--- src/rtl/digit_packer.sv ---
// digit_packer: rebuilds a W-bit two's-complement value from NDIG packed
// 4-bit digits, most-significant digit first, in radix 10 (packed BCD with an
// optional 4'hF sign nibble on top) or radix 16 (raw hex). Uses a start/busy/done
// handshake and processes one digit per cycle.
module digit_packer #(
   parameter int NDIG = 8,
   parameter int W    = 32
) (
   input  logic         clk,
   input  logic         rst,
   input  logic         start,
   input  logic         cs10,
   input  logic         cs16,
   input  logic [W-1:0] digits_in,
   output logic         busy,
   output logic         done,
   output logic [W-1:0] bin_out,
   output logic [4:0]   radix,
   output logic         err
);

   localparam int IW = (NDIG > 1) ? $clog2(NDIG) : 1;
   localparam logic [IW-1:0] IDX_TOP = IW'(NDIG - 1);

   typedef enum logic [1:0] {
      ST_IDLE = 2'd0,
      ST_ACC  = 2'd1,
      ST_FIN  = 2'd2
   } state_t;

   state_t        state_r;
   state_t        state_s;
   logic [W-1:0]  digits_r;
   logic [W-1:0]  acc_r;
   logic [IW-1:0] idx_r;
   logic          dec_r;
   logic          neg_r;
   logic          bad_r;
   logic          busy_r;
   logic          done_r;
   logic [W-1:0]  bin_r;
   logic [4:0]    radix_r;
   logic          err_r;

   logic          accept_s;
   logic          sign_pos_s;
   logic [3:0]    digit_raw_s;
   logic [3:0]    digit_s;
   logic          bad_digit_s;
   logic [W-1:0]  acc_next_s;
   logic [W-1:0]  final_s;

   // A decimal digit above 9 is invalid unless it is the sign nibble on top.
   function automatic logic is_bad_dec(input logic [3:0] nib, input logic sign_slot);
      logic bad;
      if (sign_slot && (nib == 4'hF)) begin
         bad = 1'b0;
      end else begin
         bad = (nib > 4'd9);
      end
      return bad;
   endfunction

   // Handshake decode, current-digit selection, multiply-accumulate and result.
   always_comb begin
      accept_s    = 1'b0;
      sign_pos_s  = 1'b0;
      digit_raw_s = 4'h0;
      digit_s     = 4'h0;
      bad_digit_s = 1'b0;
      acc_next_s  = {W{1'b0}};
      final_s     = {W{1'b0}};

      accept_s    = (state_r == ST_IDLE) && start && (cs10 ^ cs16);
      sign_pos_s  = (idx_r == IDX_TOP);
      digit_raw_s = digits_r[{idx_r, 2'b00} +: 4];

      if (dec_r && sign_pos_s && neg_r) begin
         digit_s = 4'h0;
      end else begin
         digit_s = digit_raw_s;
      end

      if (dec_r) begin
         bad_digit_s = is_bad_dec(digit_raw_s, sign_pos_s);
         acc_next_s  = (acc_r << 3) + (acc_r << 1) + W'(digit_s);
      end else begin
         bad_digit_s = 1'b0;
         acc_next_s  = (acc_r << 4) + W'(digit_s);
      end

      if (bad_r) begin
         final_s = {W{1'b0}};
      end else if (neg_r) begin
         final_s = -acc_r;
      end else begin
         final_s = acc_r;
      end
   end

   // Next-state logic for IDLE -> ACC -> FIN -> IDLE.
   always_comb begin
      state_s = state_r;
      case (state_r)
         ST_IDLE: begin
            if (accept_s) begin
               state_s = ST_ACC;
            end else begin
               state_s = ST_IDLE;
            end
         end
         ST_ACC: begin
            if (idx_r == {IW{1'b0}}) begin
               state_s = ST_FIN;
            end else begin
               state_s = ST_ACC;
            end
         end
         ST_FIN:  state_s = ST_IDLE;
         default: state_s = ST_IDLE;
      endcase
   end

   // State register.
   always_ff @(posedge clk) begin
      if (rst) begin
         state_r <= ST_IDLE;
      end else begin
         state_r <= state_s;
      end
   end

   // Datapath and registered outputs.
   always_ff @(posedge clk) begin
      if (rst) begin
         digits_r <= {W{1'b0}};
         acc_r    <= {W{1'b0}};
         idx_r    <= {IW{1'b0}};
         dec_r    <= 1'b0;
         neg_r    <= 1'b0;
         bad_r    <= 1'b0;
         busy_r   <= 1'b0;
         done_r   <= 1'b0;
         bin_r    <= {W{1'b0}};
         radix_r  <= 5'd0;
         err_r    <= 1'b0;
      end else begin
         done_r <= 1'b0;
         case (state_r)
            ST_IDLE: begin
               if (accept_s) begin
                  digits_r <= digits_in;
                  acc_r    <= {W{1'b0}};
                  idx_r    <= IDX_TOP;
                  dec_r    <= cs10;
                  neg_r    <= cs10 && (digits_in[W-1 -: 4] == 4'hF);
                  bad_r    <= 1'b0;
                  busy_r   <= 1'b1;
                  radix_r  <= cs10 ? 5'd10 : 5'd16;
               end else begin
                  // radix stays visible through the done cycle, then drops
                  radix_r  <= 5'd0;
               end
            end
            ST_ACC: begin
               acc_r <= acc_next_s;
               bad_r <= bad_r | bad_digit_s;
               idx_r <= idx_r - {{(IW-1){1'b0}}, 1'b1};
            end
            ST_FIN: begin
               bin_r  <= final_s;
               err_r  <= bad_r;
               done_r <= 1'b1;
               busy_r <= 1'b0;
            end
            default: begin
               busy_r <= 1'b0;
            end
         endcase
      end
   end

   assign busy    = busy_r;
   assign done    = done_r;
   assign bin_out = bin_r;
   assign radix   = radix_r;
   assign err     = err_r;

endmodule

--- config.mk ---
export PLATFORM = sky130hd
export DESIGN_NAME = digit_packer
export DESIGN_NICKNAME = d
export VERILOG_FILES = /design/src/rtl/digit_packer.sv
export SDC_FILE = /design/constraint.sdc
export NUM_CORES = 1
export LEC_CHECK = 0
export ABC_AREA = 1
export BUFFER_PORTS_ARGS = -buffer_cell sky130_fd_sc_hd__buf_2
export CELL_PAD_IN_SITES_DETAIL_PLACEMENT = 1
export CELL_PAD_IN_SITES_GLOBAL_PLACEMENT = 2
export CORE_AREA = 4 4 156 158
export DETAILED_ROUTE_END_ITERATION = 8
export DIE_AREA = 0 0 160 162
export PLACE_DENSITY = 0.89
export SYNTH_ARGS = -nofsm -noshare
export SYNTH_HDL_FRONTEND = slang
export SYNTH_SLANG_ARGS = --single-unit
--- constraint.sdc ---
create_clock -name clk -period 6.6 [get_ports clk]
set_input_delay 0.33 -clock clk [delete_from_list [all_inputs] [get_ports clk]]
set_output_delay 0.33 -clock clk [all_outputs]
set_load 0.02 [all_outputs]
# [After elaboration in Yosys (flattened, before gate mapping)]
# Index checks and enable logic that the tools add are counted.
[word_totals] regBits=112 out_inout_bits=40 elab_cells=60
[classes] add_sub_neg=5 order_cmp=1 eq_ne=6 shifts=1 n_mux=20 bitwise_logic=3 n_reduce_logical=12
[ops] cell="two-way mux 32 bit" n=4
[ops] cell="adder 32 x 4 -> 32 bit" n=2
[ops] cell="case mux 32 bit (2 select lines)" n=1
[ops] cell="adder 32 bit" n=1
[ops] cell="negation 32 bit" n=1
[ops] cell="indexed part select 32 x 6 -> 4 bit" n=1
[ops] cell="two-way mux 5 bit" n=2
[ops] cell="== test 4 bit (second input constant)" n=2
[ops] cell="logical AND 1 bit" n=6
[ops] cell="two-way mux 1 bit" n=6
[ops] cell="case mux 3 bit (2 select lines)" n=1
[ops] cell="AND reduction 2 bit" n=3
[ops] cell="greater-than comparator 4 bit (second input constant)" n=1
[ops] cell="two-way mux 4 bit" n=1
[ops] cell="case mux 1 bit (2 select lines)" n=2
[ops] cell="case mux 2 bit (2 select lines)" n=1
[ops] cell="== test 3 bit (second input constant)" n=1
[ops] cell="zero test 3 bit" n=1
[ops] cell="two-way mux 3 bit" n=1
[ops] cell="subtractor 3 x 1 -> 3 bit (second input constant)" n=1
[ops] cell="== test 2 x 1 -> 1 bit (second input constant)" n=1
[ops] cell="== test 2 bit (second input constant)" n=1
[ops] cell="zero test 2 bit" n=1
[ops] cell="two-way mux 2 bit" n=1
[ops] cell="other kinds (5)" n=5

# [Logic depth before layout (Yosys ltp)]
[depth] depth_word=7 mapped_depth=23 mapped_depth_nobuf=23

# [Worst setup path after synthesis]
# OpenSTA, ideal clock, no wires.
[synth_path] path_kind="register to register" startpoint="reg idx_r[0]" endpoint="reg acc_r[10]" t_arrival_ps=2928 t_required_ps=6530 slack_ps=3601 stages_incl_launch_ff=18 path_buffers=0 cell_sequence="dfxtp_1 > ha_1 > nand2_1 > nor3_1 > nor2_1 > fa_1 > inv_1 > fa_1 > inv_1 > nand3_1 > nand3_1 > nand2_1 > nand2_1 > inv_1 > or2_1 > nand3_1 > o211ai_1 > a21oi_1"
[synth_via] elab_chain_len=7
[synth_lines] item="from (decl)" line_no="35" source="logic [IW-1:0] idx_r;"
[synth_lines] item="from (signal assigned)" line_no="138" source="idx_r <= {IW{1'b0}};"
[synth_lines] item="from (signal assigned)" line_no="168" source="idx_r <= idx_r - {{(IW-1){1'b0}}, 1'b1};"
[synth_lines] item="parallel branches: the longest is 3 deep, another holds indexed part select 32 x 6 -> 4 bit"
[synth_lines] item="two-way mux 4 bit *" line_no="78" source="if (dec_r && sign_pos_s && neg_r) begin"
[synth_lines] item="adder 32 x 4 -> 32 bit (on tied branches)" line_no="89, 86"
[synth_lines] item="two-way mux 32 bit *" line_no="84" source="if (dec_r) begin"
[synth_lines] item="case mux 32 bit (2 select lines) *" line_no="149" source="case (state_r)"
[synth_lines] item="to (signal assigned)" line_no="137" source="acc_r <= {W{1'b0}};"
[synth_lines] item="to (signal assigned)" line_no="153" source="acc_r <= {W{1'b0}};"
[synth_lines] item="to (signal assigned)" line_no="166" source="acc_r <= acc_next_s;"
[synth_lines] item="to (decl)" line_no="34" source="logic [W-1:0] acc_r;"
# Every way passes the cells marked *.
# A chain may end at the register's enable or synchronous reset.

# [Final worst setup path]
[layout_path] startpoint="reg idx_r[1]" endpoint="reg acc_r[30]"
# The elaborated chain is that of the path after synthesis.

==> qor.yml <==
start_util: 0.343
wirelength_um: 26800
synth_xor_xnor_area_share: 0.00994
area_growth_pct: 11.0
drtAntennaViolNets: 0
wl_per_cell_um: 16.7
synthCells: 1266
cts_tree: "done"
synthArstFlopShare: 0
vdd_drop_max_uv: 152
ys.flop_type: "dfxtp_1"
cts.clk_slew.worst_paths_ns: 0.09
seq_area_frac_synth: 0.275
grt_usage: 0.205
design_area_um2: 8810
synth-warning-count: 0
synth_top_family_by_area: "simple AND/OR/NAND/NOR gates"
grt_overflow: 0
die-area_um2: 25900
grt_pass1_vias: 8206
synth-compound-area-share: 0.176
worst_slew_pin_slew_ns: 1.08
finalClockSkew_ns: 0.0151
layout_common_cells: "nand2_1 (378), a21oi_1 (164), inv_1 (154)"
drive_gt1_frac: 0.105
setup-violations-final: 0
post-route-min-period_ns: 4.26
die_height_um: 162
synth_edf_count: 0
antenna_cells: 0
routed_via_density: 5.11
path_max_fanout: 12
drt-initial-drc-count: 508
synth_fa_ha_area_frac: 0.103
numCtsBuffers: 9
postSynthAreaPerCell_um2: 6.27
postCtsSetupRepairBufs: 0
start_kind: "register"
hold_buffers: 0
fin_nets: 1411
status: "completed"
htree_num_levels: 3
cts_resized: 0
rsz0062_at_grt: "false"
max_slew_margin: 0.280
cts.sinks: 109
power_density_nw_per_um2: 176
placed_cell_area_um2: 8500
synth_area_um2: 7930
drc: 0
place_congestion: 0.840
coreArea_um2: 23100
grt_max_degree: 93
dp_hpwl_um: 20800
cp_data_required_time_ns: 6.81
synthMuxAreaShare: 0
hold_path.class: "input port to register"
dieWidth_um: 160
antenna_found_initial: 0
firstDrtPassIters: 5
cp-end-kind: "register"
p_leak_uw: 0.00427
final_common_cell: "nand2_1"
fin_crit_sh: 0.646
fin_ws_ns: 2.34
cap_viol_max_count: 0
critical_path_arrival_ns: 4.47
insertion_delay_ns: 0.37
preCtsSetupSlack_ns: 2.41
synth-simple-area-share: 0.330
clk_path_buf_depth: 2
portBuffers: 74
vias: 8205
ios: 77
hold_violations: 0
yosysUniqueCellTypes: 41
path_class: "register to register"
fp-row-count: 56
setup_tns_ns: 0
timing.fmax_ghz: 0.235
maxSlewViolCount: 0
root_buffer: "clkbuf_16"
ys_ff_latch: 109
grt_pass1_wl_um: 43200
==> cells by family (layout without fill, tap and decap cells) <==
family,after synthesis,count (layout)
flops,109,109
xor+xnor,9,9
compound gates,260,260
other cells,1,2
buf+inv,213,261
simple gates,610,610
fa+ha+maj,64,64
==> cell type report <==
type | count | area (µm²)
clock buffers | 10 | 239
clock inverters | 6 | 66.3
fillers | 3135 | 14300
inverters | 165 | 619
multi-input cells | 945 | 4920
flip-flops and latches | 109 | 2180
well taps | 290 | 363
repair buffers | 80 | 418
==> synth_stat cells (all sizes together), types with 8 or more instances <==
| cell | instances | area (µm²) |
|---|---|---|
| dfxtp | 109 | 2180 |
| nand4 | 8 | 50.1 |
| nor2 | 93 | 394 |
| o21ai | 64 | 335 |
| or2 | 8 | 50.0 |
| ha | 62 | 776 |
| o211ai | 14 | 105 |
| nor3 | 10 | 72.6 |
| nand2 | 379 | 1430 |
| clkbuf | 27 | 101 |
| inv | 164 | 616 |
| nand3 | 109 | 603 |
| a21oi | 167 | 847 |
| xor2 | 9 | 78.8 |
| buf | 21 | 118 |
==> per-layer routing <==
layer / track usage / up-vias / wire [µm]
met2: 0.365 / 95 / 13400
met5: 0 / - / 0
met3: 0.0241 / 25 / 609
li1: - / 4192 / -
met4: 0.0426 / 0 / 382
met1: 0.267 / 3893 / 12500
==> worst paths after layout <==
check / startpoint / end / slack, ns / depth (start not counted)
worst max-delay path: idx_r[1] / acc_r[30] / 2.34 / 21
worst min-delay path: digits_in[13] / digits_r[13] / 0.21 / 3
worst max register to register: idx_r[1] / acc_r[30] / 2.34 / 21
worst min register to register: digits_r[18] / digits_r[18] / 0.45 / 2
==> through the flow <==
stage               hold WS (ns)   util  std cells  power [µW]
CTS                        0.200  0.381       1605        1570
global route               0.217  0.381       1605        1630
detailed placement         0.443  0.368       1589         986
finish                     0.210  0.381       1605        1550
floorplan                  0.424      -       1267         903
global placement           0.437  0.368       1589         979
==> flip-flops by register name, summed over array words and instances, names as in the netlist <==
name and count:
acc_r 32, bin_out 32, digits_r 32, idx_r 3
radix 2, state_r 2, bad_r 1, busy 1
dec_r 1, done 1, err 1, neg_r 1
==> critical path, stage by stage, from the launching register on <==
cell	delay [ns]
dfxtp_1	0.63
clkinv_1	0.43
a21oi_1	0.21
o21ai_0	0.12
nand2_1	0.17
nor2_1	0.06
a31oi_1	0.31
nor2_1	0.08
ha_1	0.30
ha_1	0.24
inv_1	0.08
fa_1	0.42
inv_1	0.14
nand3_1	0.08
nand3_1	0.14
nand3_1	0.10
nand3_1	0.19
nand2_1	0.11
nand3_1	0.09
nand3_1	0.08
nand2_1	0.08
a21oi_1	0.06
==> where the power goes <==
group / internal (µW) / switching, µW
sequential: 680 / 26.4
combinational: 82.3 / 181
clock: 309 / 275
(Power assumes the default switching activity.)
